**config.mk**
```make
export PLATFORM = sky130hd
export DESIGN_NAME = pattern_loader
export DESIGN_NICKNAME = d
export VERILOG_FILES = /design/src/rtl/pattern_pkg.sv /design/src/rtl/pattern_serializer.sv /design/src/rtl/pattern_loader.sv
export SDC_FILE = /design/constraint.sdc
export NUM_CORES = 1
export LEC_CHECK = 0
export BUFFER_PORTS_ARGS = -buffer_cell sky130_fd_sc_hd__buf_2
export CAP_MARGIN = 10
export CORE_MARGIN = 3
export CORE_UTILIZATION = 52
export CTS_CLUSTER_DIAMETER = 50
export DETAILED_ROUTE_END_ITERATION = 8
export GPL_ROUTABILITY_DRIVEN = 0
export GPL_TIMING_DRIVEN = 0
export PLACE_DENSITY = 0.78
export SYNTH_ARGS = -nofsm -noshare
export SYNTH_HDL_FRONTEND = slang
export SYNTH_HIERARCHICAL = 1
export SYNTH_SLANG_ARGS = --single-unit
```
**constraint.sdc**
```tcl
create_clock -name clk -period 2.3 [get_ports clk]
set_clock_uncertainty 0.2 [all_clocks]
set_input_delay 0.46 -clock clk [delete_from_list [all_inputs] [get_ports clk]]
set_output_delay 0.46 -clock clk [all_outputs]
set_load 0.05 [all_outputs]
```
**src/rtl/pattern_pkg.sv**
```systemverilog
// ============================================================================
// Package : pattern_pkg
// Shared constants and FSM state type for the pattern buffer loader.
// Rev     : 1.0
// ============================================================================
`default_nettype none

package pattern_pkg;

    localparam int BUFSIZE = 27;
    localparam int CNT_W   = 5;

    typedef enum logic [1:0] {
        ST_IDLE  = 2'd0,
        ST_WAIT  = 2'd1,
        ST_SHIFT = 2'd2,
        ST_DONE  = 2'd3
    } state_t;

endpackage

`default_nettype wire

```
**src/rtl/pattern_serializer.sv**
```systemverilog
// ============================================================================
// Module : pattern_serializer
// 8-bit load/shift register presenting the current bit MSB-first, with bit index.
// Rev    : 1.0
// ============================================================================
`default_nettype none

module pattern_serializer (
    input  logic       clk,
    input  logic       rst,
    input  logic       load,
    input  logic       shift,
    input  logic [7:0] data,
    output logic       sin,
    output logic       last_bit
);

    logic [7:0] sreg;
    logic [2:0] bit_idx;

    always_ff @(posedge clk or posedge rst) begin
        if (rst) begin
            sreg    <= '0;
            bit_idx <= '0;
        end else if (load) begin
            sreg    <= data;
            bit_idx <= 3'd7;
        end else if (shift) begin
            sreg    <= {sreg[6:0], 1'b0};
            bit_idx <= bit_idx - 3'd1;
        end
    end

    // sin comes straight from a flop, so the buffer sees a registered serial bit.
    assign sin      = sreg[7];
    assign last_bit = (bit_idx == 3'd0);

endmodule

`default_nettype wire

```
**src/rtl/pattern_loader.sv**
```systemverilog
// ============================================================================
// Module : pattern_loader
// Streams BUFSIZE host bytes MSB-first into the pattern buffer and pulses done.
// Optional readback of the old buffer contents: define PATTERN_READBACK_EN.
// Rev    : 1.0
// ============================================================================
`default_nettype none

module pattern_loader
    import pattern_pkg::*;
(
    input  logic             clk,
    input  logic             rst,
    input  logic             start,
    input  logic             abort,
    input  logic [7:0]       in_data,
    input  logic             in_valid,
    output logic             in_ready,
    output logic             ssel,
    output logic             sin,
    input  logic             sout,
    output logic             busy,
    output logic             done,
    output logic [CNT_W-1:0] byte_cnt,
    output logic [7:0]       rb_data,
    output logic             rb_valid
);

    localparam logic [CNT_W-1:0] LAST_CNT = CNT_W'(BUFSIZE - 1);
    localparam logic [CNT_W-1:0] FULL_CNT = CNT_W'(BUFSIZE);

    state_t           state;
    state_t           state_nxt;
    logic             ssel_nxt;
    logic             busy_nxt;
    logic             done_nxt;
    logic [CNT_W-1:0] cnt_nxt;
    logic             load;
    logic             shift;
    logic             last_bit;

    pattern_serializer u_ser (
        .clk      (clk),
        .rst      (rst),
        .load     (load),
        .shift    (shift),
        .data     (in_data),
        .sin      (sin),
        .last_bit (last_bit)
    );

    always_ff @(posedge clk or posedge rst) begin
        if (rst) begin
            state    <= ST_IDLE;
            ssel     <= 1'b0;
            busy     <= 1'b0;
            done     <= 1'b0;
            byte_cnt <= '0;
        end else begin
            state    <= state_nxt;
            ssel     <= ssel_nxt;
            busy     <= busy_nxt;
            done     <= done_nxt;
            byte_cnt <= cnt_nxt;
        end
    end

    always_comb begin
        state_nxt = state;
        ssel_nxt  = 1'b0;
        busy_nxt  = busy;
        done_nxt  = 1'b0;
        cnt_nxt   = byte_cnt;
        in_ready  = 1'b0;
        load      = 1'b0;
        shift     = 1'b0;

        case (state)
            ST_IDLE: begin
                if (start) begin
                    state_nxt = ST_WAIT;
                    busy_nxt  = 1'b1;
                    cnt_nxt   = '0;
                end
            end
            ST_WAIT: begin
                in_ready = 1'b1;
                if (in_valid) begin
                    load      = 1'b1;
                    ssel_nxt  = 1'b1;
                    state_nxt = ST_SHIFT;
                end
            end
            ST_SHIFT: begin
                shift = 1'b1;
                if (!last_bit) begin
                    ssel_nxt = 1'b1;
                end else begin
                    if (byte_cnt != FULL_CNT) begin
                        cnt_nxt = byte_cnt + CNT_W'(1);
                    end
                    if (byte_cnt == LAST_CNT) begin
                        state_nxt = ST_DONE;
                    end else begin
                        // Accepting on the last bit keeps the stream gapless: 8 clk per byte.
                        in_ready = 1'b1;
                        if (in_valid) begin
                            load     = 1'b1;
                            shift    = 1'b0;
                            ssel_nxt = 1'b1;
                        end else begin
                            state_nxt = ST_WAIT;
                        end
                    end
                end
            end
            ST_DONE: begin
                done_nxt  = 1'b1;
                busy_nxt  = 1'b0;
                state_nxt = ST_IDLE;
            end
            default: begin
                state_nxt = ST_IDLE;
            end
        endcase

        // Abort overrides everything, including a coincident start or accept.
        if (abort) begin
            state_nxt = ST_IDLE;
            ssel_nxt  = 1'b0;
            busy_nxt  = 1'b0;
            done_nxt  = 1'b0;
            cnt_nxt   = byte_cnt;
            load      = 1'b0;
            shift     = 1'b0;
        end
    end

`ifdef PATTERN_READBACK_EN
    logic [6:0] rb_shift;
    logic [2:0] rb_bits;

    // sout is the pre-shift MSB, so bytes emerge oldest-first.
    always_ff @(posedge clk or posedge rst) begin
        if (rst) begin
            rb_shift <= '0;
            rb_bits  <= '0;
            rb_data  <= '0;
            rb_valid <= 1'b0;
        end else begin
            rb_valid <= 1'b0;
            if (abort) begin
                rb_shift <= '0;
                rb_bits  <= '0;
            end else if (ssel) begin
                rb_shift <= {rb_shift[5:0], sout};
                rb_bits  <= rb_bits + 3'd1;
                if (rb_bits == 3'd7) begin
                    rb_data  <= {rb_shift, sout};
                    rb_valid <= 1'b1;
                end
            end
        end
    end
`else
    logic unused_sout;
    assign unused_sout = sout;
    assign rb_data     = '0;
    assign rb_valid    = 1'b0;
`endif

endmodule

`default_nettype wire

```
Word-level counts from Yosys, hierarchy flattened
Index checks and enable logic that the tools add are counted.
Widths: inputs -> output; s select.
{"block": "totals", "ff_bits": 21, "in_bits": 14, "wordCells": 66}
{"block": "classes", "add_sub_neg": 2, "eq_ne": 12, "mux": 36, "bitwise": 1, "reduce_logical": 8}
{"cell": "$mux 1", "n": 17}
{"cell": "$mux 8", "n": 2}
{"cell": "$mux 5", "n": 3}
{"cell": "$mux 2", "n": 6}
{"cell": "$pmux 5 s2", "n": 1}
{"cell": "$ne 3x3->1 const B", "n": 3}
{"cell": "$pmux 1 s2", "n": 4}
{"cell": "$pmux 2 s4", "n": 1}
{"cell": "$mux 3", "n": 2}
{"cell": "$ne 2x2->1 const B", "n": 3}
{"cell": "$add 5x1->5 const B", "n": 1}
{"cell": "$eq 5x5->1 const B", "n": 1}
{"cell": "$ne 5x5->1 const B", "n": 1}
{"cell": "$reduce_and 5->1", "n": 1}
{"cell": "$eq 2x2->1 const B", "n": 2}
{"cell": "$ne 4x4->1 const B", "n": 1}
{"cell": "$reduce_and 4->1", "n": 1}
{"cell": "$reduce_bool 2->1", "n": 2}
{"cell": "$logic_not 3->1", "n": 1}
{"cell": "$reduce_bool 3->1", "n": 1}
{"cell": "$sub 3x1->3 const B", "n": 1}
{"cell": "$eq 2x1->1 const B", "n": 1}
{"cell": "$logic_not 2->1", "n": 1}
{"cell": "$reduce_and 2->1", "n": 1}
{"cell": "$not 1->1", "n": 1}

Depth between registers and ports, before layout
{"block": "logic_depth", "ltp_word": 7, "depth_mapped": 9, "ltp_nobuf": 7}

By module
The synthesis kept the hierarchy.
{"mod": "pattern_loader", "n_inst": 1, "cells_per_inst": 80, "area_each_um2": 767.0}
{"mod": "pattern_serializer", "n_inst": 1, "cells_per_inst": 52, "area_each_um2": 535.5}

Worst setup path after synthesis
No wires, ideal clock.
{"block": "synth_timing", "path_kind": "register to output", "start": "reg byte_cnt[0]", "end": "out in_ready", "t_arrival_ps": 1971, "slack_ps": -331, "path_stages_with_launch": 6, "n_path_buf": 0, "path_cell_list": "dfrtp_1 -> inv_1 -> ha_1 -> nand4b_1 -> a31oi_1 -> nor2b_1"}
{"block": "synth_via", "elab_chain_len": 4}
{"item": "start, declared", "line_no": "pattern_loader.sv:24", "source": "output logic [CNT_W-1:0] byte_cnt,"}
{"item": "start signal, assigned", "line_no": "pattern_loader.sv:64", "source": "byte_cnt <= cnt_nxt;"}
{"item": "$eq 5x5->1", "line_no": "pattern_loader.sv:102", "source": "if (byte_cnt == LAST_CNT) begin"}
{"item": "$mux 1", "line_no": "pattern_loader.sv:102"}
{"item": "$mux 1", "line_no": "pattern_loader.sv:96", "source": "if (!last_bit) begin"}
{"item": "$pmux 1 s2", "line_no": "pattern_loader.sv:78", "source": "case (state)"}
{"item": "end, declared", "line_no": "pattern_loader.sv:18", "source": "output logic in_ready,"}
No other way between the ends.

Final worst setup path
Same ends and word-level chain as after synthesis.

==> flow_metrics.env <==
export IMPL_die_h_um=56.1
export IMPL_final_cell_mix="buf_2 (21), dfrtp_1 (20), nand2_1 (15)"
export IMPL_die_w_um=56.1
export IMPL_rsz0062_at_grt="true"
export IMPL_cts_reportedPaths_clkPinSlew_ns=0.13
export IMPL_cp_arrival_ns=1.59
export IMPL_drtIter0Drc=10
export IMPL_p_leak_nw=0.785
export IMPL_dp_slack_ns=0.0915
export IMPL_numCtsBuffers=3
export IMPL_seqPwrFrac=0.361
export IMPL_setup_viol=0
export IMPL_final_cells=198
export IMPL_post_route_period_util=0.979
export IMPL_die_area_um2=3140
export IMPL_antenna_left=0
export IMPL_dp_hpwl_um=1920
export IMPL_fill_cells=195
export IMPL_cts_root_buf="clkbuf_4"
export IMPL_power_density_nw_per_um2=938
export IMPL_core_area_um2=2300
export IMPL_fmax_mhz=444
export IMPL_synth_seq_cells=21
export IMPL_p_sw_frac=0.427
export IMPL_netlist_top_cells_area="dfrtp_1 (40%), ha_1 (7.7%), mux2i_1 (7.7%)"
export IMPL_antenna_found_initial=0
export IMPL_grt_pass1_vias=1043
export IMPL_clock_latency_ns=0.31
export IMPL_grt_max_degree=13
export IMPL_yosys_area_top_type="dfrtp_1"
export IMPL_area_delta_synth_final_pct=23.1
export IMPL_start_util=0.567
export IMPL_synth_top_area_share=0.403
export IMPL_crit_fanout=3
export IMPL_period_needed_ns=2.25
export IMPL_cts_max_level=1
export IMPL_p_comb_frac=0.514
export IMPL_routed_wl_um=2670
export IMPL_cp_start_kind="register"
export IMPL_netlist_cell_type_count=39
export IMPL_clkSinkCount=21
export IMPL_num_io_pins=33
export IMPL_required_ns=1.64
export IMPL_post_route_drc_count=0
export IMPL_grt_pass1_wl_um=4490
export IMPL_overflow=0
export IMPL_postLayoutSetupSlackWorst_ns=0.0487
export IMPL_final_hold_viol_count=0
export IMPL_portBuffers=22
export IMPL_nets=193
export IMPL_intPower_w=0.000861
export IMPL_drv_cap=0
export IMPL_startpoint="byte_cnt[0]"
export IMPL_slew_viol_final=0
export IMPL_power_share_clock=0.125
export IMPL_regToRegStartpoint="byte_cnt[0]"
export IMPL_routedWlPerCell_um=13.5
export IMPL_hold_path_class="input port to register"
export IMPL_syn_inst=132
export IMPL_ys_warn_count=6
export IMPL_cts_buffer_depth=2
export IMPL_ir_drop_v=0.000566
export IMPL_p_switching_w=0.000642
export IMPL_syn_avg_cell_area_um2=9.87
export IMPL_final_util=0.698
export IMPL_netlist_area_um2=1300
export IMPL_vias=1030
export IMPL_antenna_cells=0
export IMPL_hold_path_startpoint="in_data[5]"
export IMPL_viasPerCell=5.20
export IMPL_firstDrtPassIters=4
export IMPL_num_rows=17
export IMPL_cts_tree="yes"
export IMPL_final_common_cell="buf_2"
export IMPL_yosysSeqAreaShare=0.403
export IMPL_crit_type="register to primary output"
export IMPL_dp_cells=190
export IMPL_crit_path_end_kind="primary output"
export IMPL_track_usage=0.180
export IMPL_drive_gt1_frac=0.341
export IMPL_status="complete, no violations"
[metrics by stage]
stage / setup TNS, ns / hold WS (ns) / total power [W] / instance area, um^2
2_1_floorplan: -0.000874 / 0.100 / 0.00110 / 1350
3_3_place_gp: 0 / 0.265 / 0.00121 / 1490
3_5_place_dp: 0 / 0.273 / 0.00124 / 1490
4_1_cts: 0 / 0.142 / 0.00147 / 1580
5_1_grt: -0.0479 / 0.157 / 0.00161 / 1600
6_report: 0 / 0.146 / 0.00150 / 1600
[timing repair]
action                                 CTS  global route
gates resized for setup                  7             4
hold buffers                             1             0
setup endpoints to repair                1            10
pin swaps                                1             2
buffers inserted                         2             1
endpoints found under the hold margin   21             0
[layout make-up]
cell class,instances,area [um^2],share of cell area
buffer,13,105,0.0656
clock buffer,3,22.5,0.0141
clock inverter,1,5.00,0.00312
inverter,14,56.3,0.0351
multi-input combinational,92,703,0.439
sequential,21,527,0.329
tap,28,35.0,0.0219
timing repair buffer,26,149,0.0929
[synth_stat cells (all sizes together)]
| master | instances |
|---|---|
| nor2b | 3 |
| a21boi | 1 |
| mux2i | 10 |
| o2bb2ai | 1 |
| nand2 | 15 |
| or4 | 1 |
| nand4b | 1 |
| a21o | 2 |
| a2bb2oi | 1 |
| or2 | 2 |
| buf | 13 |
| xnor2 | 1 |
| ha | 8 |
| o21ai | 11 |
| a31oi | 2 |
| nand4 | 1 |
| a21bo | 1 |
| o21bai | 1 |
| dfrtp | 21 |
| inv | 13 |
| nor2 | 3 |
| nand3 | 3 |
| a311oi | 1 |
| a41oi | 1 |
| and3 | 1 |
| conb | 1 |
| nand2b | 5 |
| o211ai | 1 |
| clkinv | 1 |
| a32o | 1 |
| nor4b | 1 |
| mux2 | 1 |
| a21oi | 2 |
| or2b | 1 |
[flip-flops by register name, summed over array words and instances, names as in the netlist]
name and count:
u_ser/bit_idx 3, u_ser/sreg 8, busy 1, done 1
state 2, byte_cnt 5, ssel 1
[logic make-up (layout without fill, tap and decap cells)]
kind of cell	after synthesis	in the layout	synth area share
and+or+nand+nor	37	37	0.166
buffers and inverters	27	57	0.122
AOI/OAI and AO/OA	26	26	0.136
DFF	21	21	0.403
muxes	11	11	0.0855
adders and majority gates	8	8	0.0769
other	1	9	0.00288
xor gates and xnor gates	1	1	0.00673
[per-layer routing]
metal  track usage  wire length, um  vias up
met5             0                0        -
li1              -                -      505
met1         0.196             1050      493
met3        0.0232              111        8
met2         0.332             1430       24
met4        0.0983               69        0
[worst paths after layout]
check,to,slack (ns),depth (start not counted)
worst max-delay path,in_ready,0.05,6
worst min-delay path,u_ser/sreg[5],0.15,3
worst max register to register,u_ser/sreg[7],0.15,8
worst min register to register,u_ser/bit_idx[0],0.35,2
max in group asynchronous,u_ser/sreg[3],1.12,3
min in group asynchronous,state[1],0.46,3
[critical path: stages, from the launching register on]
cell and delay [ns]:
dfrtp_1 0.42, inv_2 0.08, ha_1 0.14, nand4b_1 0.18
a31oi_4 0.25, nor2b_4 0.06, buf_6 0.15
[power groups by stage]
stage	Sequential (W)	Clock (W)	Combinational, W
2_1_floorplan	0.000625	0	0.000477
3_3_place_gp	0.000549	0	0.000658
3_5_place_dp	0.000557	0	0.000687
4_1_cts	0.000544	0.000190	0.000738
5_1_grt	0.000557	0.000202	0.000848
6_report	0.000543	0.000187	0.000773
(Power assumes the default switching activity.)
